## config.mk

```make
export PLATFORM = sky130hd
export DESIGN_NAME = instr_fetch_sequencer_flat
export DESIGN_NICKNAME = d
export VERILOG_FILES = /design/src/rtl/instr_fetch_sequencer_if.sv /design/src/rtl/instr_fetch_sequencer.sv /design/src/flat_wrapper.sv
export SDC_FILE = /design/constraint.sdc
export NUM_CORES = 1
export LEC_CHECK = 0
export CAP_MARGIN = 15
export CORE_MARGIN = 4
export CORE_UTILIZATION = 42
export CTS_CLUSTER_SIZE = 10
export DETAILED_ROUTE_END_ITERATION = 8
export GPL_ROUTABILITY_DRIVEN = 0
export GPL_TIMING_DRIVEN = 1
export PLACE_DENSITY = 0.79
export SKIP_CTS_REPAIR_TIMING = 1
export SLEW_MARGIN = 0
export SYNTH_ARGS = -nofsm -noshare
export SYNTH_HDL_FRONTEND = slang
export SYNTH_SLANG_ARGS = --single-unit
```

## constraint.sdc

```tcl
create_clock -name clk -period 2.45 [get_ports clk]
set_input_delay 0.49 -clock clk [delete_from_list [all_inputs] [get_ports clk]]
set_output_delay 0.49 -clock clk [all_outputs]
set_load 0.01 [all_outputs]
```

## src/rtl/instr_fetch_sequencer_if.sv

```systemverilog
// Interface bundling the fetch sequencer's PC, instruction-ROM and decode-side signals.
//   master : the fetch sequencer (drives imem_addr, halt, jump, jump_value, instr, instr_valid, done)
//   slave  : the surrounding PC register, ROM and decode stage (drive start, pc, imem_rdata,
//            instr_ready)
interface instr_fetch_sequencer_if #(
    parameter int unsigned PC_W    = 16,
    parameter int unsigned INSTR_W = 9,
    parameter int unsigned JV_W    = 8
);
    logic               start;
    logic [PC_W-1:0]    pc;
    logic [PC_W-1:0]    imem_addr;
    logic [INSTR_W-1:0] imem_rdata;
    logic               halt;
    logic               jump;
    logic [JV_W-1:0]    jump_value;
    logic [INSTR_W-1:0] instr;
    logic               instr_valid;
    logic               instr_ready;
    logic               done;

    modport master (
        input  start, pc, imem_rdata, instr_ready,
        output imem_addr, halt, jump, jump_value, instr, instr_valid, done
    );

    modport slave (
        output start, pc, imem_rdata, instr_ready,
        input  imem_addr, halt, jump, jump_value, instr, instr_valid, done
    );
endinterface

```

## src/rtl/instr_fetch_sequencer.sv

```systemverilog
// Fetch sequencer: presents pc to a sync-read instruction ROM, captures the returned words into
// a small FIFO for decode (valid/ready), and throttles / redirects the PC via halt and jump.
// Ports:
//   clk      : clock, all state on the rising edge
//   reset_n  : asynchronous active-low reset
//   bus      : master side of instr_fetch_sequencer_if
//              start, pc, imem_rdata, instr_ready in; imem_addr, halt, jump, jump_value,
//              instr, instr_valid, done out
module instr_fetch_sequencer #(
    parameter int unsigned PC_W    = 16,
    parameter int unsigned INSTR_W = 9,
    parameter int unsigned JV_W    = 8,
    parameter int unsigned DEPTH   = 2,
    parameter logic [2:0]  JUMP_OP = 3'b110,
    parameter logic [2:0]  HALT_OP = 3'b111
) (
    input logic                     clk,
    input logic                     reset_n,
    instr_fetch_sequencer_if.master bus
);

    localparam int unsigned PtrW = (DEPTH > 1) ? $clog2(DEPTH) : 1;
    localparam int unsigned CntW = $clog2(DEPTH + 1);

    typedef enum logic [1:0] {StIdle, StFetch, StHalted} state_e;

    state_e             state_q, state_d;
    logic [INSTR_W-1:0] mem_q [DEPTH];
    logic [PtrW-1:0]    rd_ptr_q, wr_ptr_q;
    logic [CntW-1:0]    count_q, count_d;
    logic               inflight_q;
    logic               squash_q;
    logic [JV_W-1:0]    jv_q;

    logic [2:0]         opcode;
    logic [CntW:0]      occupancy;
    logic               halt;
    logic               issue;
    logic               capture;
    logic               pop;
    logic               is_jump;
    logic               is_halt;
    logic [JV_W-1:0]    jump_target;

    function automatic logic [PtrW-1:0] ptr_inc(input logic [PtrW-1:0] p);
        return (p == PtrW'(DEPTH - 1)) ? '0 : p + PtrW'(1);
    endfunction

    always_comb begin
        opcode      = bus.imem_rdata[INSTR_W-1 -: 3];
        jump_target = JV_W'(bus.imem_rdata[5:0]);

        // Reserve a FIFO slot for every word already in the ROM pipeline so a capture never
        // finds the FIFO full.
        occupancy = {1'b0, count_q} + {{CntW{1'b0}}, inflight_q};
        halt      = (state_q != StFetch) || (occupancy >= (CntW + 1)'(DEPTH));
        issue     = (state_q == StFetch) && !halt && !bus.start;

        capture = inflight_q && !squash_q && !bus.start && (state_q == StFetch);
        is_jump = capture && (opcode == JUMP_OP);
        is_halt = capture && (opcode == HALT_OP);
        pop     = (count_q != '0) && bus.instr_ready;

        count_d = count_q;
        case ({capture, pop})
            2'b10:   count_d = count_q + CntW'(1);
            2'b01:   count_d = count_q - CntW'(1);
            default: count_d = count_q;
        endcase

        state_d = state_q;
        if (bus.start) begin
            state_d = StFetch;
        end else if (is_halt) begin
            state_d = StHalted;
        end
    end

    always_ff @(posedge clk or negedge reset_n) begin
        if (!reset_n) begin
            state_q    <= StIdle;
            rd_ptr_q   <= '0;
            wr_ptr_q   <= '0;
            count_q    <= '0;
            inflight_q <= 1'b0;
            squash_q   <= 1'b0;
            jv_q       <= '0;
        end else if (bus.start) begin
            // Restart flushes everything, including a word still in the ROM pipeline.
            state_q    <= state_d;
            rd_ptr_q   <= '0;
            wr_ptr_q   <= '0;
            count_q    <= '0;
            inflight_q <= 1'b0;
            squash_q   <= 1'b0;
        end else begin
            state_q    <= state_d;
            count_q    <= count_d;
            inflight_q <= issue;
            // A jump or halt makes the word issued alongside it wrong-path. Only squash when
            // such a word really exists, otherwise the redirected fetch would be discarded.
            squash_q   <= (is_jump || is_halt) && issue;
            if (is_jump) begin
                jv_q <= jump_target;
            end
            if (capture) begin
                wr_ptr_q <= ptr_inc(wr_ptr_q);
            end
            if (pop) begin
                rd_ptr_q <= ptr_inc(rd_ptr_q);
            end
        end
    end

    // Storage needs no reset: contents are only visible while count_q is non-zero.
    always_ff @(posedge clk) begin
        if (capture) begin
            mem_q[wr_ptr_q] <= bus.imem_rdata;
        end
    end

    assign bus.imem_addr   = bus.pc;
    assign bus.halt        = halt;
    assign bus.jump        = is_jump;
    assign bus.jump_value  = is_jump ? jump_target : jv_q;
    assign bus.instr       = mem_q[rd_ptr_q];
    assign bus.instr_valid = (count_q != '0);
    assign bus.done        = (state_q == StHalted) && (count_q == '0);

endmodule

```

## src/flat_wrapper.sv

```systemverilog
// flat-port wrapper written by rule: the top's interface ports become plain ports
module instr_fetch_sequencer_flat 
#(
    parameter int unsigned PC_W    = 16,
    parameter int unsigned INSTR_W = 9,
    parameter int unsigned JV_W    = 8,
    parameter int unsigned DEPTH   = 2,
    parameter logic [2:0]  JUMP_OP = 3'b110,
    parameter logic [2:0]  HALT_OP = 3'b111
)
  (clk, reset_n, bus_start, bus_pc, bus_imem_rdata, bus_instr_ready, bus_imem_addr, bus_halt, bus_jump, bus_jump_value, bus_instr, bus_instr_valid, bus_done);
  instr_fetch_sequencer_if #(.PC_W(PC_W), .INSTR_W(INSTR_W), .JV_W(JV_W)) bus_i ();
  input logic clk;
  input logic reset_n;
  input wire logic [$bits(bus_i.start)-1:0] bus_start;
  input wire logic [$bits(bus_i.pc)-1:0] bus_pc;
  input wire logic [$bits(bus_i.imem_rdata)-1:0] bus_imem_rdata;
  input wire logic [$bits(bus_i.instr_ready)-1:0] bus_instr_ready;
  output wire logic [$bits(bus_i.imem_addr)-1:0] bus_imem_addr;
  output wire logic [$bits(bus_i.halt)-1:0] bus_halt;
  output wire logic [$bits(bus_i.jump)-1:0] bus_jump;
  output wire logic [$bits(bus_i.jump_value)-1:0] bus_jump_value;
  output wire logic [$bits(bus_i.instr)-1:0] bus_instr;
  output wire logic [$bits(bus_i.instr_valid)-1:0] bus_instr_valid;
  output wire logic [$bits(bus_i.done)-1:0] bus_done;
  assign bus_i.start = bus_start;
  assign bus_i.pc = bus_pc;
  assign bus_i.imem_rdata = bus_imem_rdata;
  assign bus_i.instr_ready = bus_instr_ready;
  assign bus_imem_addr = bus_i.imem_addr;
  assign bus_halt = bus_i.halt;
  assign bus_jump = bus_i.jump;
  assign bus_jump_value = bus_i.jump_value;
  assign bus_instr = bus_i.instr;
  assign bus_instr_valid = bus_i.instr_valid;
  assign bus_done = bus_i.done;
  instr_fetch_sequencer #(.PC_W(PC_W), .INSTR_W(INSTR_W), .JV_W(JV_W), .DEPTH(DEPTH), .JUMP_OP(JUMP_OP), .HALT_OP(HALT_OP)) u_core (.clk(clk), .reset_n(reset_n), .bus(bus_i));
endmodule
```

==> run metrics, run 1 <==
net count after synthesis between 100 and 150; crit path setup slack, layout -0.165 ns; port buffer count 33; Hold Path Depth 1; commonest cells in the netlist sky130_fd_sc_hd__mux2_2, sky130_fd_sc_hd__edfxtp_1, sky130_fd_sc_hd__buf_4, sky130_fd_sc_hd__dfrtp_1; FF-to-FF setup slack 0.62 ns; Hold Vio Cnt, Final 0; cell types with the largest area share after synthesis sky130_fd_sc_hd__edfxtp_1, sky130_fd_sc_hd__dfrtp_1, sky130_fd_sc_hd__mux2_2; slowest library cell on the worst path sky130_fd_sc_hd__clkdlybuf4s50_1; Cell Area, Synth 1610 sq um; die extent in y 69.9 um; number of antenna violations at the first check in global routing 0; Ant. Diodes 0; overall track demand over capacity in global routing 12.8%; average routed wire per standard cell approximately 16 um; Num CTS Buffers 5; violations in the final reports negative setup slack; clock tree from TritonCTS built; maximum ir drop on the vdd rail 0.390 mV; type of element capturing the critical path primary output; Synth cell types 31; First-pass DRT Iterations 4; vias in the first global route 1058; part of the power in the clock network between 20 and 30%; global-route wire length before repair between 4 and 5 mm; met1 track utilization from global routing 12.7%; Max H-tree Level 2; type of element launching the critical path register; post-synthesis instance total around 120; pin count of the biggest net entering global routing 17; worst-path cell chain nor4b_4 > buf_4 > nand4b_4 > mux2_2 > clkdlybuf4s50_1; maximum clock frequency 0.382 GHz; most congested layer reported by global routing met2; Row Count 22; net switching power figure 0.326 mW; detail-routed via count per cell slightly above 5; number of design-rule violations left by the first detailed-router iteration 38; area of the core approximately 3700 sq um; worst-case headroom to the max-slew limit between 50% and 60%; Slew @ Worst Pin 0.722 ns; Post-Layout Cell Count 207; required time worst endpoint roughly 2 ns; leading area contributor after synthesis sky130_fd_sc_hd__edfxtp_1; number of nets in the layout 187; setup repair after global routing missed its margin yes; power per cell area 627 nW/um^2; cell leakage power 0.956 nW; most used flip-flop cell after synthesis sky130_fd_sc_hd__edfxtp_1; area of the die 4890 sq um; clock transition time at the flip-flop clock pins of the worst setup and hold paths 0.07 ns; area fraction of the dominant cell type after synthesis 33.6%; Initial Utilization a little over two fifths; status finished, violations left; worst setup path class register to primary output; number of synthesized flops with an enable pin 18; internal power component 1.01 mW; max cap viols 0; largest driver fanout on the critical path 6; Final Max Slew Viols 0; final number of setup-violating endpoints 6; worst skew pair latency roughly 0.28 ns; final worst clock skew between 0.003 and 0.004 ns; Ports 66; average footprint of a synthesized cell approximately 14 sq um; share of flip-flops with an asynchronous set or reset 47.1%; clk root buf sky130_fd_sc_hd__clkbuf_8; clock buffer depth 2; post-route minimum period 2.61 ns; data arrival time at the worst-slack endpoint 2.12 ns; layout cells sized above 1 35.8%; most numerous cell in the Yosys netlist sky130_fd_sc_hd__mux2_2; global routing usage on met2 22.5%; horizontal extent of the die 69.9 um; relative contribution of combinational cells to total power 19.7%; Remaining Overflow, GRT 0; Layout Area Growth over Synthesis 32.3%; half-perimeter wire length after placement 2.23 mm; Crit path largest cell delay between 0.5 and 0.6 ns; Sink Count 34; Seq cells post-synth 34; DRC Markers 0; switching power as a share of total power 24.4%; total wire length 3.30 mm; met3 usage in global routing 3.45%; worst r2r path cells 7; Post-Place Cells roughly 190; Flop pwr share 51.4%; Warnings, synthesis 0; detailed-route via count 1071; Hold WS 0.489 ns; Tcrit/Tclk final 107%; remaining number of nets flagged by the antenna check after routing 0; worst hold path type register to register; share of the yosys chip area belonging to registers 58.5%
worst paths after layout:
path / endpoint / startpoint
setup / recovery: bus_jump_value[0] / u_core.squash_q
hold / removal: u_core.jv_q[7] / u_core.jv_q[7]
setup reg to reg: u_core.mem_q[0][1] / u_core.squash_q
hold reg to reg: u_core.jv_q[7] / u_core.jv_q[7]
max in group asynchronous: u_core.jv_q[4] / reset_n
min in group asynchronous: u_core.count_q[1] / reset_n
metrics by stage:
| step | power (mW) | area (sq um) | TNS [ns] | utilization [%] | setup slack, ns |
|---|---|---|---|---|---|
| floorplan | 0.842 | 1610 | 0 | - | 0.218 |
| global placement | 0.951 | 1930 | -3.92 | 52.4 | -0.476 |
| detailed placement | 0.962 | 1930 | -4.48 | 52.4 | -0.535 |
| CTS | 1.35 | 2020 | -4.50 | 54.7 | -0.540 |
| global route | 1.40 | 2130 | -1.40 | 57.7 | -0.238 |
| finish | 1.33 | 2130 | -0.809 | 57.7 | -0.165 |
placed cells by master (no fill, tap or decap), types with 2 or more instances in the layout:
master	Yosys	final
sky130_fd_sc_hd__clkdlybuf4s50_1	0	25
sky130_fd_sc_hd__mux2_2	21	21
sky130_fd_sc_hd__edfxtp_1	18	18
sky130_fd_sc_hd__buf_4	16	17
sky130_fd_sc_hd__dfrtp_1	16	16
sky130_fd_sc_hd__dlymetal6s2s_1	0	6
sky130_fd_sc_hd__nor2_1	5	5
sky130_fd_sc_hd__clkbuf_8	0	5
sky130_fd_sc_hd__and2_1	5	4
sky130_fd_sc_hd__inv_1	4	4
sky130_fd_sc_hd__buf_6	2	4
sky130_fd_sc_hd__nand3_1	2	2
sky130_fd_sc_hd__a21oi_1	2	2
sky130_fd_sc_hd__nor3_1	2	2
sky130_fd_sc_hd__and3b_1	2	2
sky130_fd_sc_hd__o21ai_0	2	2
sky130_fd_sc_hd__clkbuf_2	0	2
flip-flops by register name, summed over array words and instances (netlist names):
| register | flops |
|---|---|
| u_core.count_q | 2 |
| u_core.inflight_q | 1 |
| u_core.jv_q | 8 |
| u_core.mem_q | 18 |
| u_core.rd_ptr_q | 1 |
| u_core.squash_q | 1 |
| u_core.state_q | 2 |
| u_core.wr_ptr_q | 1 |
routing by layer:
metal / share of wire [%] / vias to the layer above
li1: - / 489
met1: 39 / 538
met2: 52 / 33
met3: 5.6 / 11
met4: 2.9 / 0
met5: 0 / -
logic make-up (layout without fill, tap and decap cells):
group,count (synthesis),after routing,synth area share [%]
compound gates,9,9,3.50
xor+xnor,1,1,0.544
buf+inv,24,66,10.3
flops,34,34,58.5
mux,22,22,15.3
simple gates,26,27,11.9
area by class of cell:
| class | count | area [sq um] |
|---|---|---|
| Tap cell | 48 | 60.1 |
| Multi-Input combinational cell | 59 | 520 |
| Timing Repair Buffer | 54 | 508 |
| Clock inverter | 3 | 16.3 |
| Fill cell | 307 | 1560 |
| Sequential cell | 34 | 941 |
| Inverter | 4 | 15.0 |
| Clock buffer | 5 | 68.8 |
power groups by stage:
stage | Sequential, mW | Combinational (mW) | Clock (mW)
CTS | 0.684 | 0.267 | 0.395
floorplan | 0.681 | 0.161 | 0
global route | 0.689 | 0.281 | 0.429
global placement | 0.693 | 0.258 | 0
detailed placement | 0.696 | 0.266 | 0
finish | 0.686 | 0.263 | 0.385
critical path, delay by kind of cell, from the launching register on:
family | cells | cell delay (ns)
buffers and inverters | 2 | 0.71
and+or+nand+nor | 2 | 0.44
DFF | 1 | 0.42
muxes | 1 | 0.28
No activity file was read; power rests on OpenSTA's default activity.
==> run 2, diff against run 1 <==
Settings changed: CORE_UTILIZATION 42 to 46, PLACE_DENSITY 0.79 to 0.85.
Clock period 2.45 ns to 3.1 ns, I/O delays scaled along.
==> run metrics, run 2 (synthesis gave the netlist of run 1 again) <==
status completed; flip-flop count of the largest register, all copies and words added 18; sink of the worst hold path u_core.jv_q[6]; clock transition time at the flip-flop clock pins of the worst setup and hold paths 0.09 ns; buffering stage count on the worst path with inverters included 5; worst hold path type register to register; Tcrit/Tclk final between 90% and 100%; worst-path cell chain clkdlybuf4s50_1 > nor4b_4 > buf_6 > nand4b_4 > buf_4 > buf_4 > mux2_2 > dlymetal6s2s_1; worst r2r path cells 6; required time worst endpoint 2.48 ns; worst skew pair latency 0.32 ns; clk root buf sky130_fd_sc_hd__clkbuf_4; vias in the first global route 962; Final Max Slew Viols 0; Ant. Diodes 0; hold wc startpoint u_core.jv_q[6]; Max H-tree Level 2; area of the core 3360 sq um; cell repeated most along the worst path sky130_fd_sc_hd__buf_4; data arrival time at the worst-slack endpoint roughly 2.5 ns; worst flop-to-flop path endpoint u_core.mem_q[0][8]; Crit path largest cell delay 0.46 ns; die extent in y between 60 and 70 um; Hold Vio Cnt, Final 0; Remaining Overflow, GRT 0; maximum clock frequency 0.325 GHz; pin count of the biggest net entering global routing 17; Hold WS 0.486 ns; DRC Markers 0; type of element capturing the critical path primary output; number of design-rule violations left by the first detailed-router iteration 44; detail-routed via count per cell around 5.2; maximum ir drop on the vdd rail 0.224 mV; number of antenna violations at the first check in global routing 0; CP delay by family, top buffers and inverters; commonest non-fill, non-tap cell in the layout sky130_fd_sc_hd__clkdlybuf4s50_1; largest driver fanout on the critical path 5; Row Count 21; final worst clock skew 0.00626 ns; worst setup path class input pin to primary output; type of element launching the critical path input pin; area of the die 4510 sq um; Hold Path Depth 1; register ranked first by flip-flop count u_core.mem_q; post-route minimum period 3.08 ns; Layout Area Growth over Synthesis 26.7%; Num CTS Buffers 5; FF-to-FF setup slack approximately 1.4 ns; global-route wire length before repair 4.47 mm; total wire length roughly 3.2 mm; Initial Utilization 47.8%; First-pass DRT Iterations 4; clock buffer depth 2; detailed-route via count 1019; overall track demand over capacity in global routing 13.4%; launch instance of the worst register-to-register path u_core.squash_q; cell leakage power 0.922 nW; worst-case headroom to the max-slew limit approximately half; slowest library cell on the worst path sky130_fd_sc_hd__clkdlybuf4s50_1; max cap viols 0; number of nets in the layout 179; Sum Neg Setup Slack 0 ns; port buffer count 33; Slew @ Worst Pin 0.772 ns; remaining number of nets flagged by the antenna check after routing 0; average routed wire per standard cell 16.1 um; Sink Count 34; most frequent cells in the layout sky130_fd_sc_hd__clkdlybuf4s50_1, sky130_fd_sc_hd__mux2_2, sky130_fd_sc_hd__edfxtp_1, sky130_fd_sc_hd__dfrtp_1, sky130_fd_sc_hd__buf_4; half-perimeter wire length after placement 2.11 mm; largest registers u_core.mem_q x18, u_core.jv_q x8; final number of setup-violating endpoints 0; horizontal extent of the die 67.1 um; layout cells sized above 1 roughly 30%; power per cell area 473 nW/um^2; clock tree from TritonCTS built; Ports 66
run 2: cell count changes in the layout (fill, tap and decap cells not counted), moves of 2 or more:
| cell | delta |
|---|---|
| sky130_fd_sc_hd__buf_4 | -5 |
| sky130_fd_sc_hd__clkbuf_8 | -5 |
| sky130_fd_sc_hd__clkinv_1 | +2 |
| sky130_fd_sc_hd__clkbuf_4 | +5 |
| sky130_fd_sc_hd__clkbuf_2 | -2 |
| sky130_fd_sc_hd__buf_6 | -3 |
run 2: where the power goes:
group / leakage (nW) / switching [mW] / total (mW) / internal (mW)
Sequential: 0.370 / 0.0249 / 0.541 / 0.517
Clock: 0.0277 / 0.136 / 0.216 / 0.0808
Combinational: 0.524 / 0.0818 / 0.206 / 0.124
Total: 0.922 / 0.242 / 0.964 / 0.721
run 2: area by class of cell:
cell class | count | area (sq um)
fillers | 279 | 1330
inverters | 4 | 15.0
clock buffers | 5 | 37.5
clock inverters | 3 | 11.3
repair buffers | 46 | 449
flip-flops and latches | 34 | 941
well taps | 46 | 57.6
multi-input cells | 59 | 527
run 2: how the worst max path moves through the flow:
stage | startpoint | end | slack [ns] | cells past startpoint
2_1_floorplan | bus_start | bus_jump_value[0] | 0.61 | 5
3_3_place_gp | bus_start | bus_jump_value[3] | -0.07 | 5
3_5_place_dp | bus_start | bus_jump_value[4] | -0.11 | 5
4_1_cts | bus_start | bus_jump_value[4] | -0.11 | 5
5_1_grt | bus_start | bus_jump_value[4] | -0.05 | 8
6_report | bus_start | bus_jump_value[4] | 0.02 | 8
run 2: per-stage QoR:
stage          total power, mW  utilization (%)  instance area, sq um  cells  setup WS [ns]
2_1_floorplan            0.665                -                  1610    116          0.608
3_3_place_gp             0.746             56.5                  1900    182        -0.0673
3_5_place_dp             0.755             56.5                  1900    182         -0.106
4_1_cts                  0.973             57.9                  1950    190         -0.108
5_1_grt                   1.01             60.6                  2040    197        -0.0527
6_report                 0.964             60.6                  2040    197         0.0228
run 2: layer usage:
layer,share of wire (%),global-route usage [%],vias up
met2,56,23.3,31
met1,37,15.4,502
met3,5.9,3.49,6
met4,1.1,6.08,0
li1,-,-,480
met5,0,0,-
